**src/rtl/serial_adder.sv**
```systemverilog
// Bit-serial adder: one full-adder cell and a carry flip-flop add two WIDTH-bit
// operands LSB first, one bit per clock, then pulse done with a registered sum/cout.
module serial_adder #(
   parameter int WIDTH = 8
) (
   input  logic             clk,
   input  logic             rst,
   input  logic             start,
   input  logic [WIDTH-1:0] a,
   input  logic [WIDTH-1:0] b,
   output logic             busy,
   output logic             done,
   output logic [WIDTH-1:0] sum,
   output logic             cout
);

   localparam int CW = $clog2(WIDTH) + 1;

   typedef enum logic [1:0] {IDLE, ADD, DONE} state_t;

   state_t           state;
   logic [WIDTH-1:0] ra;
   logic [WIDTH-1:0] rb;
   logic [WIDTH-1:0] rs;
   logic [WIDTH-1:0] rs_next;
   logic [CW-1:0]    cnt;
   logic             carry;
   logic             h1_s, h1_c, h2_c, s, c;

   // Full adder built as two half-adder stages plus an OR on their carries.
   assign h1_s = ra[0] ^ rb[0];
   assign h1_c = ra[0] & rb[0];
   assign s    = h1_s ^ carry;
   assign h2_c = h1_s & carry;
   assign c    = h1_c | h2_c;

   generate
      if (WIDTH == 1) begin : g_rs_one
         assign rs_next = s;
      end else begin : g_rs_wide
         assign rs_next = {s, rs[WIDTH-1:1]};
      end
   endgenerate

   assign busy = (state == ADD);
   assign done = (state == DONE);

   // DONE accepts a new start exactly like IDLE so results can stream back to back.
   always_ff @(posedge clk) begin
      if (rst) begin
         state <= IDLE;
         ra    <= '0;
         rb    <= '0;
         rs    <= '0;
         cnt   <= '0;
         carry <= 1'b0;
         sum   <= '0;
         cout  <= 1'b0;
      end else begin
         case (state)
            IDLE, DONE: begin
               if (start) begin
                  ra    <= a;
                  rb    <= b;
                  carry <= 1'b0;
                  cnt   <= '0;
                  state <= ADD;
               end else begin
                  state <= IDLE;
               end
            end
            ADD: begin
               carry <= c;
               ra    <= ra >> 1;
               rb    <= rb >> 1;
               rs    <= rs_next;
               cnt   <= cnt + 1'b1;
               if (cnt == CW'(WIDTH - 1)) begin
                  sum   <= rs_next;
                  cout  <= c;
                  state <= DONE;
               end
            end
            default: state <= IDLE;
         endcase
      end
   end

endmodule

```
**config.mk**
```make
export PLATFORM = sky130hd
export DESIGN_NAME = serial_adder
export DESIGN_NICKNAME = d
export VERILOG_FILES = /design/src/rtl/serial_adder.sv
export SDC_FILE = /design/constraint.sdc
export NUM_CORES = 1
export LEC_CHECK = 0
export ABC_AREA = 1
export BUFFER_PORTS_ARGS = -buffer_cell sky130_fd_sc_hd__buf_2
export CAP_MARGIN = 20
export CORE_UTILIZATION = 50
export DETAILED_ROUTE_END_ITERATION = 10
export GPL_TIMING_DRIVEN = 0
export MAX_ROUTING_LAYER = met4
export PLACE_DENSITY = 0.71
export SETUP_SLACK_MARGIN = 0.02
export SYNTH_ARGS = -nofsm -noshare
export SYNTH_HDL_FRONTEND = slang
export SYNTH_SLANG_ARGS = --single-unit
export TNS_END_PERCENT = 100
```
**constraint.sdc**
```tcl
create_clock -name clk -period 2.06 [get_ports clk]
set_input_delay 0.412 -clock clk [delete_from_list [all_inputs] [get_ports clk]]
set_output_delay 0.412 -clock clk [all_outputs]
set_load 0.02 [all_outputs]
```
==> metrics, run 1 <==
post-synthesis net count=258; category of the critical setup timing path=reg2out; fraction of layout cells with a size suffix above 1=0.198; final cycle utilization of the critical path=0.888; Layout Area Growth over Synthesis=15.5%; area fraction of the dominant cell type after synthesis=0.449; synthesized-area fraction occupied by ao, oa, aoi and oai cells=0.0891; die extent in y=61 um; standard-cell row count=21; I/O pin count=30; Rel. slew slack=0.693; GR Overflow Total=0; Starting Density=0.522; antenna cells=0; Clk pin slew, worst setup/hold paths=0.12 ns; total buffers and inverters traversed by the critical path=4; leakage power=0.935 nW; count of vias placed by the detailed router=1632; drt wl/cell=11.8 um; routed vias/inst=5.12; post-route minimum period=1.83 ns; fillers=346; total power divided by cell area=730 nW/um^2; final setup vio count=0; combinational family with the most area after synthesis=simple AND/OR/NAND/NOR gates; Port-buffer cells=28; post-synthesis sequential element count=39; total wire length=3770 um; Max Fclk=0.546 GHz; sequential share of the synthesized area=0.449; H-tree depth reported by CTS=2; Simple-Gate Fraction of Synth Area=0.341; combined area of all synthesized cells=1740 um^2; measured slew at the worst slew-check pin=0.460 ns; fraction of synthesized cell area in xor and xnor cells=0; count of unresolved DRC violations after routing=0; post-CTS setup-driven buffer insertion count=0; number of standard cells in the layout, taps in and fillers out=319; core area=3340 um^2; Worst setup EP type=output port; outcome=finished clean; cell breakdown of the critical path=buf_4, inv_4, nor2_4, buf_6, buf_2; area share of fa/ha/maj cells after synthesis=0.0187; maximum fanout along the worst path=10; Routability Congestion=0.844; vias in the first global route=1422; Total Nets Final=293; Resize count post-CTS=0; most area-consuming cells after synthesis=dfxtp_1, nand3_1, nand2_1; number of library cell types mapped by synthesis=20; leading area contributor after synthesis=dfxtp_1; final hold violation count=0; largest vdd supply drop=0.000444 V; Root Driver=clkbuf_4; total power after layout=0.00147 W; initial antenna violation count=0; clock sink count=39; arrival time of the worst setup path=1.42 ns; total count of max-transition violations in the final report=0; maximum number of pins on one net before global-route repair=13; post-route clock skew=0.00905 ns; Worst EP required=1.65 ns; maximum number of buffers from clock root to sink=2; count of antenna-violating nets left after detailed routing=0; die area=3720 um^2; family with the most delay on the worst path=buffers and inverters; synthesized area per cell=7.34 um^2; insertion delay of the later-clocked pin in the worst-skew pair=0.35 ns; wire length of the first global-routing pass=6290 um; die span in x=61 um; setup repair after global routing missed its margin=no; worst hold-check path type=in2reg; synth warn=0; number of clock buffers inserted by TritonCTS=5; cell count after synthesis=237; delay contributed by the slowest stage of the critical path=0.33 ns; summed negative setup slack over all endpoints=0 ns; initial drt markers=91; CTS Hold Bufs=0; cell count after placement=311; detailed placer's ending HPWL=2650 um; Slowest cell on crit path=dfxtp_1; type of origin of the critical path=flop; Pre-antenna DRT Iters=4; fraction of synthesized area in multiplexers=0; Max Cap Violations=0; overall track demand over capacity in global routing=0.242; CTS tree=built
==> state kept, by name, summed over array words and instances (netlist names) <==
name and count:
cnt 4, carry 1, rb 8, sum 8, rs 7, cout 1
ra 8, state 2
==> cells by family (layout without fill, tap and decap cells) <==
logic type / count (synthesis) / after routing
and+or+nand+nor: 128 / 128
AOI/OAI and AO/OA: 31 / 31
DFF: 39 / 39
buffers and inverters: 37 / 73
adders and majority gates: 2 / 2
==> per-layer routing <==
layer	global-route usage	wire length, um	vias to the layer above
met5	-	0	-
met4	0.120	64	0
met3	0.0512	184	8
met2	0.372	1720	37
met1	0.301	1800	733
li1	-	-	854
==> cells in the mapped netlist <==
cell / count
buf_6: 2
clkbuf_1: 4
buf_4: 4
nor2_8: 1
inv_1: 18
dfxtp_1: 39
a21oi_1: 22
nand2_1: 33
nor2_1: 24
inv_4: 1
nand3_1: 67
ha_1: 1
clkinv_1: 1
buf_2: 5
nor2_4: 1
nand2_2: 2
inv_2: 1
o21ai_0: 9
clkbuf_2: 1
fa_1: 1
==> through the flow <==
step                hold slack [ns]  area, um^2   util  worst slack (ns)
global route                  0.286        2010  0.603             0.116
finish                        0.295        2010  0.603             0.230
CTS                           0.280        2010  0.603             0.212
detailed placement            0.458        1940  0.581             0.622
floorplan                     0.431        1740      -             0.746
global placement              0.450        1940  0.581             0.623
==> tightest hold or removal path, cell delays in order <==
cell	delay, ns
buf_2	0.09
nand2_1	0.05
a21oi_1	0.05
==> final timing paths <==
path / from / cells after the start / to / slack [ns]
max: state[0]$_SDFFE_PP0P_ / 5 / busy / 0.23
max reg2reg: cnt[0]$_SDFFE_PP0P_ / 6 / sum[2]$_SDFFE_PP0P_ / 0.81
min: a[7] / 3 / ra[7]$_SDFFE_PP0P_ / 0.29
min reg2reg: rs[1]$_SDFFE_PP0P_ / 2 / rs[1]$_SDFFE_PP0P_ / 0.47
==> area by class of cell <==
type	count	area [um^2]	area share
buffer	16	97.6	0.0485
clock buffer	7	65.1	0.0324
clock inverter	1	7.51	0.00373
inverter	21	81.3	0.0404
multi-input combinational	161	781	0.388
sequential	39	781	0.388
tap	46	57.6	0.0286
timing repair buffer	28	140	0.0697
==> cell usage in the layout (no fill, tap or decap), types with 2 or more instances in the layout <==
master    instances
nor2_1           24
nand3_1          67
buf_2            33
nand2_2           2
nand2_1          33
clkbuf_4          5
o21ai_0           9
a21oi_1          22
buf_4             4
dfxtp_1          39
inv_1            18
clkbuf_8          2
clkbuf_1          4
buf_6             2
==> report_power, final <==
| group | total [W] | switching, W | internal, W |
|---|---|---|---|
| Sequential | 0.000814 | 0.0000222 | 0.000792 |
| Combinational | 0.000199 | 0.000122 | 0.0000769 |
| Clock | 0.000456 | 0.000257 | 0.000199 |
| Total | 0.00147 | 0.000401 | 0.00107 |
Power figures use the tool's default switching activity.
==> inputs of run 2 (changes only) <==
--- a/config.mk
+++ b/config.mk
@@ -12,7 +12,8 @@
 export DETAILED_ROUTE_END_ITERATION = 10
 export GPL_TIMING_DRIVEN = 0
 export MAX_ROUTING_LAYER = met4
-export PLACE_DENSITY = 0.71
+export PLACE_DENSITY = 0.8
+export RECOVER_POWER = 50
 export SETUP_SLACK_MARGIN = 0.02
 export SYNTH_ARGS = -nofsm -noshare
 export SYNTH_HDL_FRONTEND = slang
==> run 2 against run 1 <==
Against the previous run: sequential power barely moved; largest cell class unchanged; sequential cell count is the same; power about the same; design area shrank 0.62%; critical path depth unchanged; die area stayed put; clock skew grew 0.0044 ns; setup slack better by 0.0060 ns; hold slack better by 0.0017 ns; via count is 0.18% lower; first-iteration DRC count shrank 38%; register-to-register slack worse by 0.30 ns.
==> metrics, run 2 (synthesis gave the netlist of run 1 again) <==
Resize count post-CTS=0 (unchanged); Layout Area Growth over Synthesis=14.8%; total wire length=3810 um (+1.2%); Largest regs=ra: 8 flops, rb: 8 flops, sum: 8 flops; delay contributed by the slowest stage of the critical path=0.32 ns (about the same); Clk pin slew, worst setup/hold paths=0.12 ns (about the same); Rel. slew slack=0.571 (-0.122); setup repair after global routing missed its margin=no; Combinational Power Share=0.132 (-0.003); flip-flop and latch area=781 um^2 (unchanged); fillers=355 (+2.6%); final cycle utilization of the critical path=0.885 (-0.00292); Pre-antenna DRT Iters=4 (unchanged); vias in the first global route=1446 (+1.7%); Max Fclk=0.548 GHz (+0.33%); worst r2r path cells=5 (-1); total power after layout=0.00147 W (about the same); number of clock buffers inserted by TritonCTS=5 (unchanged); cell breakdown of the critical path=buf_4, inv_4, nor2_4, buf_6, buf_2; total power divided by cell area=735 nW/um^2 (+0.67%); final core utilization=0.599 (-0.00375); fraction of layout cells with a size suffix above 1=0.179 (-0.0183); Routability Congestion=0.827 (-2.0%); final hold violation count=0 (unchanged); core area=3340 um^2 (unchanged); largest vdd supply drop=0.000436 V (-1.7%); insertion delay of the later-clocked pin in the worst-skew pair=0.36 ns (about the same); Root Driver=clkbuf_4; I/O pin count=30 (unchanged); drt wl/cell=11.9 um (+1.2%); leakage power=0.926 nW (-0.99%); maximum fanout along the worst path=10 (unchanged); Max Cap Violations=0 (unchanged); combined area of the multi-input logic cells=778 um^2 (-0.32%); wire length of the first global-routing pass=6250 um (-0.54%); arrival time of the worst setup path=1.41 ns (about the same); Worst EP required=1.65 ns (about the same); hold depth=3 (unchanged); Reg2Reg Launch Point=state[1]$_SDFFE_PP0P_; maximum number of pins on one net before global-route repair=13 (unchanged); CTS Hold Bufs=0 (unchanged); H-tree depth reported by CTS=2 (unchanged); Worst setup EP type=output port; count of unresolved DRC violations after routing=0 (unchanged); family with the most delay on the worst path=buffers and inverters; type of origin of the critical path=flop; final setup vio count=0 (unchanged); total buffers and inverters traversed by the critical path=4 (unchanged); clock sink count=39 (unchanged); post-route minimum period=1.82 ns (-0.00602 ns); flop2flop setup slack=0.51 ns (-0.30 ns); Total Nets Final=293 (unchanged); WHS Endpoint=rb[7]$_SDFFE_PP0P_; total count of max-transition violations in the final report=0 (unchanged); die extent in y=61 um (unchanged); leading cell type in the layout, fill and taps excluded=nand3_1; Slowest cell on crit path=dfxtp_1; outcome=finished clean; count of antenna-violating nets left after detailed routing=0 (unchanged); capture instance of the worst register-to-register path=rb[0]$_SDFFE_PP0P_; Starting Density=0.522 (unchanged); Net Sw Power=0.000405 W (+1.1%); initial drt markers=56 (-38%); maximum number of buffers from clock root to sink=2 (unchanged); most frequent cells in the layout=nand3_1, dfxtp_1, nand2_1; die span in x=61 um (unchanged); summed negative setup slack over all endpoints=0 ns (unchanged); GR Overflow Total=0 (unchanged); standard-cell row count=21 (unchanged); measured slew at the worst slew-check pin=0.644 ns (+0.184 ns); startpoint of the most critical hold path=b[7]; power share of the sequential group=0.554 (about the same); antenna cells=0 (unchanged); category of the critical setup timing path=reg2out; Power Internal=0.00106 W (-0.35%); die area=3720 um^2 (unchanged); overall track demand over capacity in global routing=0.238 (-0.00425); worst hold-check path type=in2reg; post-route clock skew=0.0135 ns (+0.00441 ns); detailed placer's ending HPWL=2730 um (+2.8%); initial antenna violation count=0 (unchanged); Port-buffer cells=28 (unchanged); Clk network pwr share=0.313 (+0.002); count of vias placed by the detailed router=1629 (-0.18%); post-CTS setup-driven buffer insertion count=0 (unchanged); CTS tree=built; routed vias/inst=5.11 (-0.18%); fraction of power spent switching nets=0.276 (+0.00289)
## run 2: cell types whose count changed in the layout (fill, tap and decap cells not counted)
cell,before,now
clkbuf_1,4,7
inv_2,1,0
nand2_1,33,34
nand2_2,2,1
inv_1,18,19
buf_6,2,1
buf_2,33,31
## run 2: metal layers
layer  global-route usage  up-vias  routed length, um
li1                     -      856                  -
met1                0.289      743               1750
met2                0.383       25               1860
met3               0.0469        5                153
met4                0.104        0                 46
met5                    -        -                  0
## run 2: area by class of cell
type	instances	area share
Buffer	16	0.0438
Inverter	21	0.0407
Timing Repair Buffer	28	0.0701
Tap cell	46	0.0288
Sequential cell	39	0.391
Clock buffer	7	0.0326
Clock inverter	1	0.00376
Multi-Input combinational cell	161	0.389
## run 2: worst max path at each step
stage / start / endpoint / slack [ns] / depth (start not counted)
detailed placement: state[0]$_SDFFE_PP0P_ / busy / 0.62 / 5
global route: state[0]$_SDFFE_PP0P_ / busy / 0.15 / 5
CTS: state[0]$_SDFFE_PP0P_ / busy / 0.22 / 5
finish: state[0]$_SDFFE_PP0P_ / busy / 0.24 / 5
global placement: state[0]$_SDFFE_PP0P_ / busy / 0.62 / 5
floorplan: state[0]$_SDFFE_PP0P_ / done / 0.75 / 3
## run 2: per-stage QoR
stage,hold WS (ns),cells,cell area (um^2),setup WS [ns]
global placement,0.443,311,1940,0.617
global route,0.293,319,2000,0.153
floorplan,0.431,237,1740,0.746
finish,0.296,319,2000,0.236
CTS,0.294,319,2010,0.223
detailed placement,0.452,311,1940,0.620
## run 2: worst min-delay path, cell delays in order
cell and delay (ns):
buf_2 0.10, nand2_1 0.05, a21oi_1 0.05
## run 2: power by group through the flow
| stage | combinational [W] | clock (W) | sequential [W] |
|---|---|---|---|
| 3_3_place_gp | 0.000195 | 0 | 0.000829 |
| 3_5_place_dp | 0.000199 | 0 | 0.000831 |
| 2_1_floorplan | 0.000146 | 0 | 0.000825 |
| 4_1_cts | 0.000199 | 0.000461 | 0.000814 |
| 6_report | 0.000194 | 0.000460 | 0.000815 |
| 5_1_grt | 0.000222 | 0.000483 | 0.000819 |
==> inputs of run 3 (changes only) <==
--- a/config.mk
+++ b/config.mk
@@ -11,7 +11,6 @@
 export CORE_UTILIZATION = 50
 export DETAILED_ROUTE_END_ITERATION = 10
 export GPL_TIMING_DRIVEN = 0
-export MAX_ROUTING_LAYER = met4
 export PLACE_DENSITY = 0.8
 export RECOVER_POWER = 50
 export SETUP_SLACK_MARGIN = 0.02
==> run 3 against run 2 <==
Against the previous run: die area did not move; critical path depth did not move; hold slack improved by 0.00085 ns; setup slack barely moved; combinational power barely moved; clock skew fell by 0.00063 ns; design area did not move; first-iteration DRC count rose by 1.8%; via count did not move; non-clock buffer count did not move; sequential share of layout area did not move; routed wire length barely moved; critical endpoint unchanged; highest routed layer unchanged.
==> metrics, run 3 (synthesis gave the netlist of run 1 again) <==
count of unresolved DRC violations after routing=0 (unchanged); capture instance of the worst register-to-register path=rb[0]$_SDFFE_PP0P_; initial drt markers=57 (+1.8%); count of antenna-violating nets left after detailed routing=0 (unchanged); type of origin of the critical path=flop; Starting Density=0.522 (unchanged); setup repair after global routing missed its margin=no; die extent in y=61 um (unchanged); combined area of the multi-input logic cells=778 um^2 (unchanged); worst hold-check path type=in2reg; clock sink count=39 (unchanged); total count of max-transition violations in the final report=0 (unchanged); final setup vio count=0 (unchanged); Pre-antenna DRT Iters=4 (unchanged); number of clock buffers inserted by TritonCTS=5 (unchanged); total power divided by cell area=735 nW/um^2 (about the same); Worst setup EP type=output port; outcome=finished clean; count of vias placed by the detailed router=1629 (unchanged); Max Cap Violations=0 (unchanged); overall track demand over capacity in global routing=0.231 (-0.00742); Max Fclk=0.548 GHz (about the same); fraction of layout cells with a size suffix above 1=0.179 (unchanged); I/O pin count=30 (unchanged); Root Driver=clkbuf_4; Largest regs=ra: 8 flops, rb: 8 flops, sum: 8 flops; die area=3720 um^2 (unchanged); leakage power=0.926 nW (unchanged); flop2flop setup slack=0.51 ns (about the same); number of standard cells in the layout, taps in and fillers out=319 (unchanged); insertion delay of the later-clocked pin in the worst-skew pair=0.36 ns (about the same); post-route clock skew=0.0128 ns (-0.000631 ns); Rel. slew slack=0.571 (about the same); Clk pin slew, worst setup/hold paths=0.12 ns (about the same); largest vdd supply drop=0.000436 V (about the same); category of the critical setup timing path=reg2out; initial antenna violation count=0 (unchanged); wire length of the first global-routing pass=6240 um (-0.11%); measured slew at the worst slew-check pin=0.644 ns (-0.0000260 ns); arrival time of the worst setup path=1.41 ns (about the same); Layout Area Growth over Synthesis=14.8% (unchanged); maximum number of buffers from clock root to sink=2 (unchanged); routed vias/inst=5.11 (unchanged); Reg2Reg Launch Point=state[1]$_SDFFE_PP0P_; post-route minimum period=1.82 ns (+0.0000270 ns); capture point of the critical path=busy; antenna cells=0 (unchanged); post-CTS setup-driven buffer insertion count=0 (unchanged); Worst EP required=1.65 ns (about the same); final cycle utilization of the critical path=0.885 (about the same); final hold violation count=0 (unchanged); standard-cell row count=21 (unchanged); drt wl/cell=11.9 um (about the same); maximum fanout along the worst path=10 (unchanged); Total Nets Final=293 (unchanged); H-tree depth reported by CTS=2 (unchanged); leading cell type in the layout, fill and taps excluded=nand3_1; startpoint of the worst setup timing path=state[0]$_SDFFE_PP0P_; total wire length=3810 um (about the same); maximum number of pins on one net before global-route repair=13 (unchanged); die span in x=61 um (unchanged); most frequent cells in the layout=nand3_1, dfxtp_1, nand2_1; summed negative setup slack over all endpoints=0 ns (unchanged); vias in the first global route=1448 (+0.14%); GR Overflow Total=0 (unchanged); flip-flop and latch area=781 um^2 (unchanged); fillers=355 (unchanged); worst hold slack after final layout=0.297 ns (+0.000852 ns); Routability Congestion=0.815 (-1.5%); detailed placer's ending HPWL=2730 um (unchanged); worst setup slack before clock tree synthesis=0.620 ns (unchanged); CTS tree=built; core area=3340 um^2 (unchanged); worst r2r path cells=5 (unchanged); Port-buffer cells=28 (unchanged); Resize count post-CTS=0 (unchanged); cell count after placement=311 (unchanged); CTS Hold Bufs=0 (unchanged); post-layout worst setup margin=0.236 ns (-0.0000270 ns)
run 3: layer usage:
layer | up-vias | global-route usage | part of all wire
met3 | 5 | 0.0469 | 0.040
met5 | - | 0 | 0
li1 | 856 | - | -
met1 | 743 | 0.289 | 0.46
met4 | 0 | 0.104 | 0.012
met2 | 25 | 0.383 | 0.49
run 3: report_power, final:
group | total (W) | internal [W] | switching [W] | leakage [nW]
sequential | 0.000815 | 0.000792 | 0.0000230 | 0.319
clock | 0.000460 | 0.000200 | 0.000260 | 0.0375
combinational | 0.000194 | 0.0000730 | 0.000121 | 0.570
run 3: through the flow:
step / area (um^2) / util / total power (W)
final: 2000 / 0.599 / 0.00147
after floorplan: 1740 / - / 0.000972
after detailed placement: 1940 / 0.581 / 0.00103
after CTS: 2010 / 0.603 / 0.00147
after global routing: 2000 / 0.599 / 0.00152
after global placement: 1940 / 0.581 / 0.00102
run 3: worst max-delay path: stages (launching register included):
cell and delay (ns):
dfxtp_1 0.32, buf_4 0.16, inv_4 0.07, nor2_4 0.17
buf_6 0.17, buf_2 0.17
run 3: worst min path at each step:
stage / startpoint / to / slack (ns) / cells after the start
2_1_floorplan: rs[1]$_SDFFE_PP0P_ / rs[1]$_SDFFE_PP0P_ / 0.43 / 2
3_3_place_gp: rs[1]$_SDFFE_PP0P_ / rs[1]$_SDFFE_PP0P_ / 0.44 / 2
3_5_place_dp: rs[1]$_SDFFE_PP0P_ / rs[1]$_SDFFE_PP0P_ / 0.45 / 2
4_1_cts: b[7] / rb[7]$_SDFFE_PP0P_ / 0.29 / 3
5_1_grt: b[7] / rb[7]$_SDFFE_PP0P_ / 0.29 / 3
6_report: b[7] / rb[7]$_SDFFE_PP0P_ / 0.30 / 3
run 3: final cells by class:
class	instances	share of cell area
well taps	46	0.0288
plain buffers	16	0.0438
clock buffers	7	0.0326
flip-flops and latches	39	0.391
clock inverters	1	0.00376
repair buffers	28	0.0701
inverters	21	0.0407
multi-input cells	161	0.389
